[src/rtl/ex_stage_mc_pkg.sv]
// ex_pkg: shared ALU-op, funct, forwarding-select codes and multiplier FSM state for the EX stage.
//   No ports; imported by ex_stage_mc_if, ex_mul_seq and ex_stage_mc.
package ex_pkg;

    localparam logic [1:0] ALUOP_ADD   = 2'b00;
    localparam logic [1:0] ALUOP_SUB   = 2'b01;
    localparam logic [1:0] ALUOP_RTYPE = 2'b10;

    localparam logic [2:0] F_ADD = 3'b000;
    localparam logic [2:0] F_SUB = 3'b001;
    localparam logic [2:0] F_AND = 3'b010;
    localparam logic [2:0] F_OR  = 3'b011;
    localparam logic [2:0] F_SLT = 3'b100;
    localparam logic [2:0] F_SLL = 3'b101;
    localparam logic [2:0] F_MUL = 3'b110;
    localparam logic [2:0] F_SRL = 3'b111;

    localparam logic [1:0] FWD_REG = 2'b00;
    localparam logic [1:0] FWD_WB  = 2'b01;
    localparam logic [1:0] FWD_MEM = 2'b10;

    typedef enum logic {IDLE, MUL_BUSY} mulState_t;

endpackage

[src/rtl/ex_stage_mc_if.sv]
// ex_stage_mc_if: ID/EX -> EX -> EX/MEM bundle for the execute stage.
//   master: ID/EX side and forwarding unit (drives instruction, forwarding and mem_stall; sees stall/EX-MEM outputs)
//   slave : execute stage (reads instruction fields; drives stall_out, valid_out and EX/MEM register)
interface ex_stage_mc_if #(
    parameter int WIDTH      = 16,
    parameter int REG_ADDR_W = 3
);

    logic                  valid_in;
    logic [WIDTH-1:0]      pc4;
    logic [WIDTH-1:0]      data1;
    logic [WIDTH-1:0]      data2;
    logic [WIDTH-1:0]      imm;
    logic [REG_ADDR_W-1:0] reg2;
    logic [REG_ADDR_W-1:0] reg3;
    logic                  alu_src;
    logic [1:0]            alu_op;
    logic                  reg_dest;
    logic [1:0]            fwd_a;
    logic [1:0]            fwd_b;
    logic [WIDTH-1:0]      result_mem;
    logic [WIDTH-1:0]      result_wb;
    logic                  mem_stall;
    logic                  stall_out;
    logic                  valid_out;
    logic [WIDTH-1:0]      alu_result;
    logic                  zero;
    logic [WIDTH-1:0]      branch_target;
    logic [WIDTH-1:0]      store_data;
    logic [REG_ADDR_W-1:0] rd_out;

    modport master (
        output valid_in, pc4, data1, data2, imm, reg2, reg3, alu_src, alu_op, reg_dest,
               fwd_a, fwd_b, result_mem, result_wb, mem_stall,
        input  stall_out, valid_out, alu_result, zero, branch_target, store_data, rd_out
    );

    modport slave (
        input  valid_in, pc4, data1, data2, imm, reg2, reg3, alu_src, alu_op, reg_dest,
               fwd_a, fwd_b, result_mem, result_wb, mem_stall,
        output stall_out, valid_out, alu_result, zero, branch_target, store_data, rd_out
    );

endinterface

[src/rtl/ex_mul_seq.sv]
// ex_mul_seq: sequential shift-add multiplier, one partial product per enabled cycle, WIDTH steps, low WIDTH bits kept.
//   clock, reset (sync, active-low), en (step/accept only when high), start (load a, b),
//   a, b (operands), busy (MUL_BUSY), done (final step happens this edge), product (result after this edge's step).
//   Only instantiated when EX_MUL_EN is defined.
module ex_mul_seq
    import ex_pkg::*;
#(
    parameter int WIDTH = 16
) (
    input  logic             clock,
    input  logic             reset,
    input  logic             en,
    input  logic             start,
    input  logic [WIDTH-1:0] a,
    input  logic [WIDTH-1:0] b,
    output logic             busy,
    output logic             done,
    output logic [WIDTH-1:0] product
);

    localparam int CNT_W = $clog2(WIDTH);

    mulState_t        state;
    logic [CNT_W-1:0] cnt;
    logic [WIDTH-1:0] acc;
    logic [WIDTH-1:0] mcand;
    logic [WIDTH-1:0] mplier;
    logic             last;

    assign busy = state == MUL_BUSY;
    assign last = cnt == CNT_W'(WIDTH - 1);
    assign done = busy & en & last;
    // Accumulator value after the current step, so the final edge can hand it straight to EX/MEM.
    assign product = acc + (mplier[0] ? mcand : '0);

    always_ff @(posedge clock) begin
        if (!reset) begin
            state  <= IDLE;
            cnt    <= '0;
            acc    <= '0;
            mcand  <= '0;
            mplier <= '0;
        end else if (en) begin
            if (state == IDLE && start) begin
                state  <= MUL_BUSY;
                cnt    <= '0;
                acc    <= '0;
                mcand  <= a;
                mplier <= b;
            end else if (busy) begin
                acc    <= product;
                mcand  <= mcand << 1;
                mplier <= mplier >> 1;
                cnt    <= cnt + 1'b1;
                if (last) state <= IDLE;
            end
        end
    end

endmodule

[src/rtl/ex_stage_mc.sv]
// ex_stage_mc: parametrised execute stage with forwarding muxes, ALU, registered EX/MEM slot and valid/stall handshake.
//   clock, reset (sync, active-low), bus (ex_stage_mc_if.slave: instruction fields, forwarding, mem_stall in;
//   stall_out, valid_out, alu_result, zero, branch_target, store_data, rd_out out).
//   Define EX_MUL_EN to add the multi-cycle multiplier for R-type funct 110; otherwise funct 110 is a one-cycle add.
module ex_stage_mc
    import ex_pkg::*;
#(
    parameter int WIDTH      = 16,
    parameter int REG_ADDR_W = 3,
    parameter int FUNCT_W    = 3
) (
    input logic          clock,
    input logic          reset,
    ex_stage_mc_if.slave bus
);

    localparam int SH_W = $clog2(WIDTH);

    logic [WIDTH-1:0]      opA;
    logic [WIDTH-1:0]      fwdB;
    logic [WIDTH-1:0]      opB;
    logic [WIDTH-1:0]      aluOut;
    logic [WIDTH-1:0]      target;
    logic [REG_ADDR_W-1:0] rdSel;
    logic [FUNCT_W-1:0]    funct;
    logic                  accept;
    logic                  isMul;
    logic                  mulBusy;
    logic                  mulDone;
    logic [WIDTH-1:0]      product;
    logic [WIDTH-1:0]      mulTarget;
    logic [WIDTH-1:0]      mulStore;
    logic [REG_ADDR_W-1:0] mulRd;

    assign funct         = bus.imm[FUNCT_W-1:0];
    assign opA           = bus.fwd_a == FWD_WB ? bus.result_wb : bus.fwd_a == FWD_MEM ? bus.result_mem : bus.data1;
    assign fwdB          = bus.fwd_b == FWD_WB ? bus.result_wb : bus.fwd_b == FWD_MEM ? bus.result_mem : bus.data2;
    assign opB           = bus.alu_src ? bus.imm : fwdB;
    assign target        = bus.pc4 + (bus.imm << 1);
    assign rdSel         = bus.reg_dest ? bus.reg3 : bus.reg2;
    assign bus.stall_out = bus.mem_stall | mulBusy;
    assign accept        = bus.valid_in & ~bus.stall_out;

    // Reserved alu_op and funct 110 fall through to add; with EX_MUL_EN funct 110 never reaches this result.
    always_comb begin
        aluOut = opA + opB;
        if (bus.alu_op == ALUOP_SUB) aluOut = opA - opB;
        else if (bus.alu_op == ALUOP_RTYPE)
            case (3'(funct))
                F_SUB:   aluOut = opA - opB;
                F_AND:   aluOut = opA & opB;
                F_OR:    aluOut = opA | opB;
                F_SLT:   aluOut = WIDTH'($signed(opA) < $signed(opB));
                F_SLL:   aluOut = opA << opB[SH_W-1:0];
                F_SRL:   aluOut = opA >> opB[SH_W-1:0];
                default: aluOut = opA + opB;
            endcase
    end

`ifdef EX_MUL_EN
    assign isMul = bus.alu_op == ALUOP_RTYPE && 3'(funct) == F_MUL;

    ex_mul_seq #(.WIDTH(WIDTH)) mul (
        .clock   (clock),
        .reset   (reset),
        .en      (~bus.mem_stall),
        .start   (accept & isMul),
        .a       (opA),
        .b       (opB),
        .busy    (mulBusy),
        .done    (mulDone),
        .product (product)
    );
`else
    assign isMul   = 1'b0;
    assign mulBusy = 1'b0;
    assign mulDone = 1'b0;
    assign product = '0;
`endif

    always_ff @(posedge clock) begin
        if (!reset) begin
            bus.valid_out     <= 1'b0;
            bus.alu_result    <= '0;
            bus.zero          <= 1'b0;
            bus.branch_target <= '0;
            bus.store_data    <= '0;
            bus.rd_out        <= '0;
            mulTarget         <= '0;
            mulStore          <= '0;
            mulRd             <= '0;
        end else if (!bus.mem_stall) begin
            if (mulDone) begin
                bus.valid_out     <= 1'b1;
                bus.alu_result    <= product;
                bus.zero          <= product == '0;
                bus.branch_target <= mulTarget;
                bus.store_data    <= mulStore;
                bus.rd_out        <= mulRd;
            end else if (accept && isMul) begin
                // Side results are parked until the product is ready.
                bus.valid_out <= 1'b0;
                mulTarget     <= target;
                mulStore      <= fwdB;
                mulRd         <= rdSel;
            end else if (accept) begin
                bus.valid_out     <= 1'b1;
                bus.alu_result    <= aluOut;
                bus.zero          <= aluOut == '0;
                bus.branch_target <= target;
                bus.store_data    <= fwdB;
                bus.rd_out        <= rdSel;
            end else begin
                bus.valid_out <= 1'b0;
            end
        end
    end

endmodule

[src/flat_wrapper.sv]
// flat-port wrapper written by rule: the top's interface ports become plain ports
module ex_stage_mc_flat import ex_pkg::*;
#(
    parameter int WIDTH      = 16,
    parameter int REG_ADDR_W = 3,
    parameter int FUNCT_W    = 3
)
  (clock, reset, bus_valid_in, bus_pc4, bus_data1, bus_data2, bus_imm, bus_reg2, bus_reg3, bus_alu_src, bus_alu_op, bus_reg_dest, bus_fwd_a, bus_fwd_b, bus_result_mem, bus_result_wb, bus_mem_stall, bus_stall_out, bus_valid_out, bus_alu_result, bus_zero, bus_branch_target, bus_store_data, bus_rd_out);
  ex_stage_mc_if #(.WIDTH(WIDTH), .REG_ADDR_W(REG_ADDR_W)) bus_i ();
  input logic clock;
  input logic reset;
  input wire logic [$bits(bus_i.valid_in)-1:0] bus_valid_in;
  input wire logic [$bits(bus_i.pc4)-1:0] bus_pc4;
  input wire logic [$bits(bus_i.data1)-1:0] bus_data1;
  input wire logic [$bits(bus_i.data2)-1:0] bus_data2;
  input wire logic [$bits(bus_i.imm)-1:0] bus_imm;
  input wire logic [$bits(bus_i.reg2)-1:0] bus_reg2;
  input wire logic [$bits(bus_i.reg3)-1:0] bus_reg3;
  input wire logic [$bits(bus_i.alu_src)-1:0] bus_alu_src;
  input wire logic [$bits(bus_i.alu_op)-1:0] bus_alu_op;
  input wire logic [$bits(bus_i.reg_dest)-1:0] bus_reg_dest;
  input wire logic [$bits(bus_i.fwd_a)-1:0] bus_fwd_a;
  input wire logic [$bits(bus_i.fwd_b)-1:0] bus_fwd_b;
  input wire logic [$bits(bus_i.result_mem)-1:0] bus_result_mem;
  input wire logic [$bits(bus_i.result_wb)-1:0] bus_result_wb;
  input wire logic [$bits(bus_i.mem_stall)-1:0] bus_mem_stall;
  output wire logic [$bits(bus_i.stall_out)-1:0] bus_stall_out;
  output wire logic [$bits(bus_i.valid_out)-1:0] bus_valid_out;
  output wire logic [$bits(bus_i.alu_result)-1:0] bus_alu_result;
  output wire logic [$bits(bus_i.zero)-1:0] bus_zero;
  output wire logic [$bits(bus_i.branch_target)-1:0] bus_branch_target;
  output wire logic [$bits(bus_i.store_data)-1:0] bus_store_data;
  output wire logic [$bits(bus_i.rd_out)-1:0] bus_rd_out;
  assign bus_i.valid_in = bus_valid_in;
  assign bus_i.pc4 = bus_pc4;
  assign bus_i.data1 = bus_data1;
  assign bus_i.data2 = bus_data2;
  assign bus_i.imm = bus_imm;
  assign bus_i.reg2 = bus_reg2;
  assign bus_i.reg3 = bus_reg3;
  assign bus_i.alu_src = bus_alu_src;
  assign bus_i.alu_op = bus_alu_op;
  assign bus_i.reg_dest = bus_reg_dest;
  assign bus_i.fwd_a = bus_fwd_a;
  assign bus_i.fwd_b = bus_fwd_b;
  assign bus_i.result_mem = bus_result_mem;
  assign bus_i.result_wb = bus_result_wb;
  assign bus_i.mem_stall = bus_mem_stall;
  assign bus_stall_out = bus_i.stall_out;
  assign bus_valid_out = bus_i.valid_out;
  assign bus_alu_result = bus_i.alu_result;
  assign bus_zero = bus_i.zero;
  assign bus_branch_target = bus_i.branch_target;
  assign bus_store_data = bus_i.store_data;
  assign bus_rd_out = bus_i.rd_out;
  ex_stage_mc #(.WIDTH(WIDTH), .REG_ADDR_W(REG_ADDR_W), .FUNCT_W(FUNCT_W)) u_core (.clock(clock), .reset(reset), .bus(bus_i));
endmodule
[config.mk]
export PLATFORM = sky130hd
export DESIGN_NAME = ex_stage_mc_flat
export DESIGN_NICKNAME = d
export VERILOG_FILES = /design/src/rtl/ex_stage_mc_pkg.sv /design/src/rtl/ex_stage_mc_if.sv /design/src/rtl/ex_mul_seq.sv /design/src/rtl/ex_stage_mc.sv /design/src/flat_wrapper.sv
export SDC_FILE = /design/constraint.sdc
export NUM_CORES = 1
export LEC_CHECK = 0
export CAP_MARGIN = 20
export CORE_MARGIN = 3
export CORE_UTILIZATION = 57
export CTS_BUF_LIST = sky130_fd_sc_hd__clkbuf_8
export CTS_CLUSTER_DIAMETER = 120
export DETAILED_ROUTE_END_ITERATION = 16
export PLACE_DENSITY = 0.92
export SYNTH_ARGS = -nofsm -noshare
export SYNTH_HDL_FRONTEND = slang
export SYNTH_SLANG_ARGS = --single-unit
export TNS_END_PERCENT = 100
[constraint.sdc]
create_clock -name clock -period 15.4 [get_ports clock]
set_clock_uncertainty 0.15 [all_clocks]
set_input_delay 3.85 -clock clock [delete_from_list [all_inputs] [get_ports clock]]
set_output_delay 3.85 -clock clock [all_outputs]
set_load 0.005 [all_outputs]
==> results_dict.tcl <==
set metrics [dict create \
    max_stage_delay_ns 1.23 \
    finalCritPeriodShare 0.621 \
    cts_root_buf "clkbuf_8" \
    p_seq_frac 0.232 \
    yosys_warnings 0 \
    p_comb_frac 0.621 \
    hp-class "reg2reg" \
    dieHeight_um 121 \
    initial_core_util 0.592 \
    ys_types 79 \
    endpoint_kind "flop" \
    grt_pass1_wl_um 48100 \
    worstPathMaxFanout 34 \
    yosysSeqAreaShare 0.140 \
    required_ns 15.48 \
    synth_fa_ha_area_frac 0.112 \
    gr-total-overflow 0 \
    muxShareOfSynthArea 0.138 \
    grt_use_total 0.417 \
    vdd_drop_max_mv 0.0489 \
    clock_tree.buffer_depth 2 \
    synthXorXnorAreaFrac 0.0323 \
    area_delta_synth_final_pct 23.8 \
    arrival_ns 9.64 \
    final_layout_size_suffix_gt1_frac 0.0489 \
    synth_compound_area_frac 0.298 \
    p_leak_nw 3.96 \
    finalSetupViolations 0 \
    hpwl_um 25300 \
    die-area_um2 14700 \
    period_minus_slack_ns 9.56 \
    cts_sinks 53 \
    finalHoldViolations 0 \
    path_class "in2reg" \
    crit_family "compound AO/OA/AOI/OAI gates" \
    async_flop_share 0 \
    place_inst 1349 \
    gp_congestion 1.07 \
    critPathSlowestCell "clkdlybuf4s50_1" \
    whs_ns 0.322 \
    path_cells "clkdlybuf4s50_1 -> nor2b_1 -> a2bb2oi_2 -> nand2_2 -> clkinv_1 -> ha_1 -> inv_1 -> fa_1 -> nor2_1 -> o311ai_0 -> a211oi_1 -> nor3_1 -> a21oi_1 -> xnor2_1 -> nand2_1 -> a21o_1 -> a32oi_1 -> nand4_1 -> o31ai_2" \
    rows 41 \
    dr_total_vias 9252 \
    clk_latency_ns 0.32 \
    fmax_mhz 105 \
    ant_nets 0 \
    synth_edf_count 0 \
    port_buffers 167 \
    grt_max_degree 77 \
    avgSynthCellArea_um2 7.11 \
    tightestPinTransition_ns 1.15 \
    p_total_uw 659 \
    synthSimpleGateAreaFrac 0.210 \
    ctsResizeCount 0 \
    startpoint_type "input pin" \
    numCtsBuffers 5 \
    wl_per_cell_um 23.6 \
    grt_pass1_vias 8742 \
    critPathBufInv 3 \
    ctsHoldBuffers 0 \
    syn-num-nets 1248 \
    antenna_found_initial 0 \
    clk_pin_slew_ns 0.10 \
    synthesis.area_um2 7590 \
    synth_cells 1068 \
    antennaDiodeCount 0 \
    p_int_uw 358 \
    core_region_area_um2 12800 \
    pwr-share-clk 0.148 \
    rsz0062_at_grt "no" \
    slew_headroom 0.233 \
    fp.dieW_um 121 \
    status "finished clean" \
    powerDensity_nw_per_um2 70.1 \
    cap_viol_max_count 0 \
    drc 0 \
    fin_util 0.732 \
    ys.flop_type "dfxtp_1" \
    totalWireLength_um 32100 \
    viasPerCell 6.81 \
    drt_first_pass_iters 6 \
    cts_tree "done" \
    io_pins 168 \
    cts_setup_buffers 0 \
    drv_slew 0 \
    sw_frac_of_total 0.456 \
    yosys_register_bits 53 \
    layout.nets 1365 \
    finalNonFillerCells 1358 \
    drt_iter0_markers 1306 \
    timing.setup.tns_ns 0 \
    h-tree-depth 2 \
    synth_top_family_by_area "compound AO/OA/AOI/OAI gates" \
    p_sw_uw 300 \
]
==> registers in the layout (all words and copies together) (netlist names) <==
register and cells:
u_core.bus.zero 1, u_core.bus.store_data 16, u_core.bus.branch_target 16, u_core.bus.rd_out 3, u_core.bus.valid_out 1, u_core.bus.alu_result 16
==> path summary, 6_finish.rpt <==
check,startpoint,to,slack (ns),depth (start not counted)
min reg2reg,u_core.bus.branch_target[3],u_core.bus.branch_target[3],0.32,2
max,bus_fwd_b[0],u_core.bus.zero,5.84,19
min,u_core.bus.branch_target[3],u_core.bus.branch_target[3],0.32,2
max reg2reg,u_core.bus.store_data[5],u_core.bus.store_data[5],14.44,3
==> Yosys cell counts, types with 5 or more instances <==
master	n	share of area
a211oi_1	11	0.011
a21boi_0	11	0.011
a21o_1	7	0.0069
a21oi_1	66	0.044
a221oi_1	9	0.010
a311oi_1	5	0.0058
a31oi_1	9	0.0074
and2_1	30	0.025
and3_1	6	0.0049
buf_1	7	0.0035
buf_2	13	0.0086
clkbuf_1	47	0.023
dfxtp_1	53	0.14
ha_1	63	0.10
inv_1	58	0.029
mux2_2	17	0.025
mux2i_1	81	0.11
nand2_1	132	0.065
nand2b_1	14	0.012
nand3_1	29	0.019
nor2_1	68	0.034
nor2b_1	14	0.012
nor3_1	30	0.020
o2111ai_1	8	0.0092
o211a_1	10	0.013
o211ai_1	13	0.013
o21a_1	8	0.0079
o21ai_0	119	0.078
o221ai_1	7	0.0081
o22ai_1	8	0.0066
or3_1	6	0.0049
xnor2_1	19	0.022
xor2_1	9	0.010
==> placed cells by master (no fill, tap or decap), types with 6 or more instances in the layout <==
cell               n
o22ai_1            8
o211ai_1          13
o221ai_1           7
a221oi_1           9
dfxtp_1           53
or3_1              6
mux2i_1           81
nor2_1            68
o211a_1           10
inv_1             59
mux2_2            17
nand3_1           29
and2_1            30
clkdlybuf4s50_1  166
ha_1              63
a211oi_1          11
and3_1             6
nor2b_1           13
a31oi_1            9
nand2_1          132
buf_4             13
xor2_1             9
o21ai_0          119
nor3_1            30
o2111ai_1          8
o21a_1             8
xnor2_1           19
nand2b_1          13
a21boi_0          11
a21o_1             7
a21oi_1           66
==> routing by layer <==
| layer | GRT usage | part of all wire |
|---|---|---|
| met1 | 0.522 | 0.37 |
| met2 | 0.642 | 0.43 |
| met3 | 0.111 | 0.13 |
| met4 | 0.240 | 0.070 |
| met5 | 0 | 0 |
==> area by class of cell <==
type / count / area (um2)
repair buffers: 180 / 1760
well taps: 172 / 215
multi-input cells: 883 / 6010
fillers: 1002 / 3430
clock inverters: 3 / 42.5
flip-flops and latches: 53 / 1060
inverters: 62 / 233
clock buffers: 5 / 68.8
==> tightest hold or removal path, delay by kind of cell (launching register included) <==
kind | cells | cell delay [ns]
AOI/OAI and AO/OA | 1 | 0.06
DFF | 1 | 0.32
and+or+nand+nor | 1 | 0.05
==> power by group through the flow <==
| stage | Sequential [mW] | Combinational [mW] | Clock, mW |
|---|---|---|---|
| after global routing | 0.153 | 0.432 | 0.102 |
| final | 0.153 | 0.409 | 0.0973 |
| after CTS | 0.152 | 0.392 | 0.0968 |
| after floorplan | 0.155 | 0.248 | 0 |
| after global placement | 0.155 | 0.382 | 0 |
| after detailed placement | 0.156 | 0.388 | 0 |
==> cells by family (layout without fill, tap and decap cells) <==
kind of cell | Yosys count | count (layout)
AND/OR/NAND/NOR | 343 | 343
buffers and inverters | 132 | 250
multiplexers | 100 | 100
adder cells (fa/ha/maj) | 66 | 66
flip-flops | 53 | 53
AO/OA/AOI/OAI | 346 | 346
XOR/XNOR | 28 | 28
==> metrics by stage <==
step                      instance area [um2]  setup slack [ns]
after global routing                     9390              5.44
after detailed placement                 9280              5.79
after CTS                                9390              6.07
after floorplan                          7590              7.44
after global placement                   9280              5.94
final                                    9390              5.84
Power figures use the tool's default switching activity.
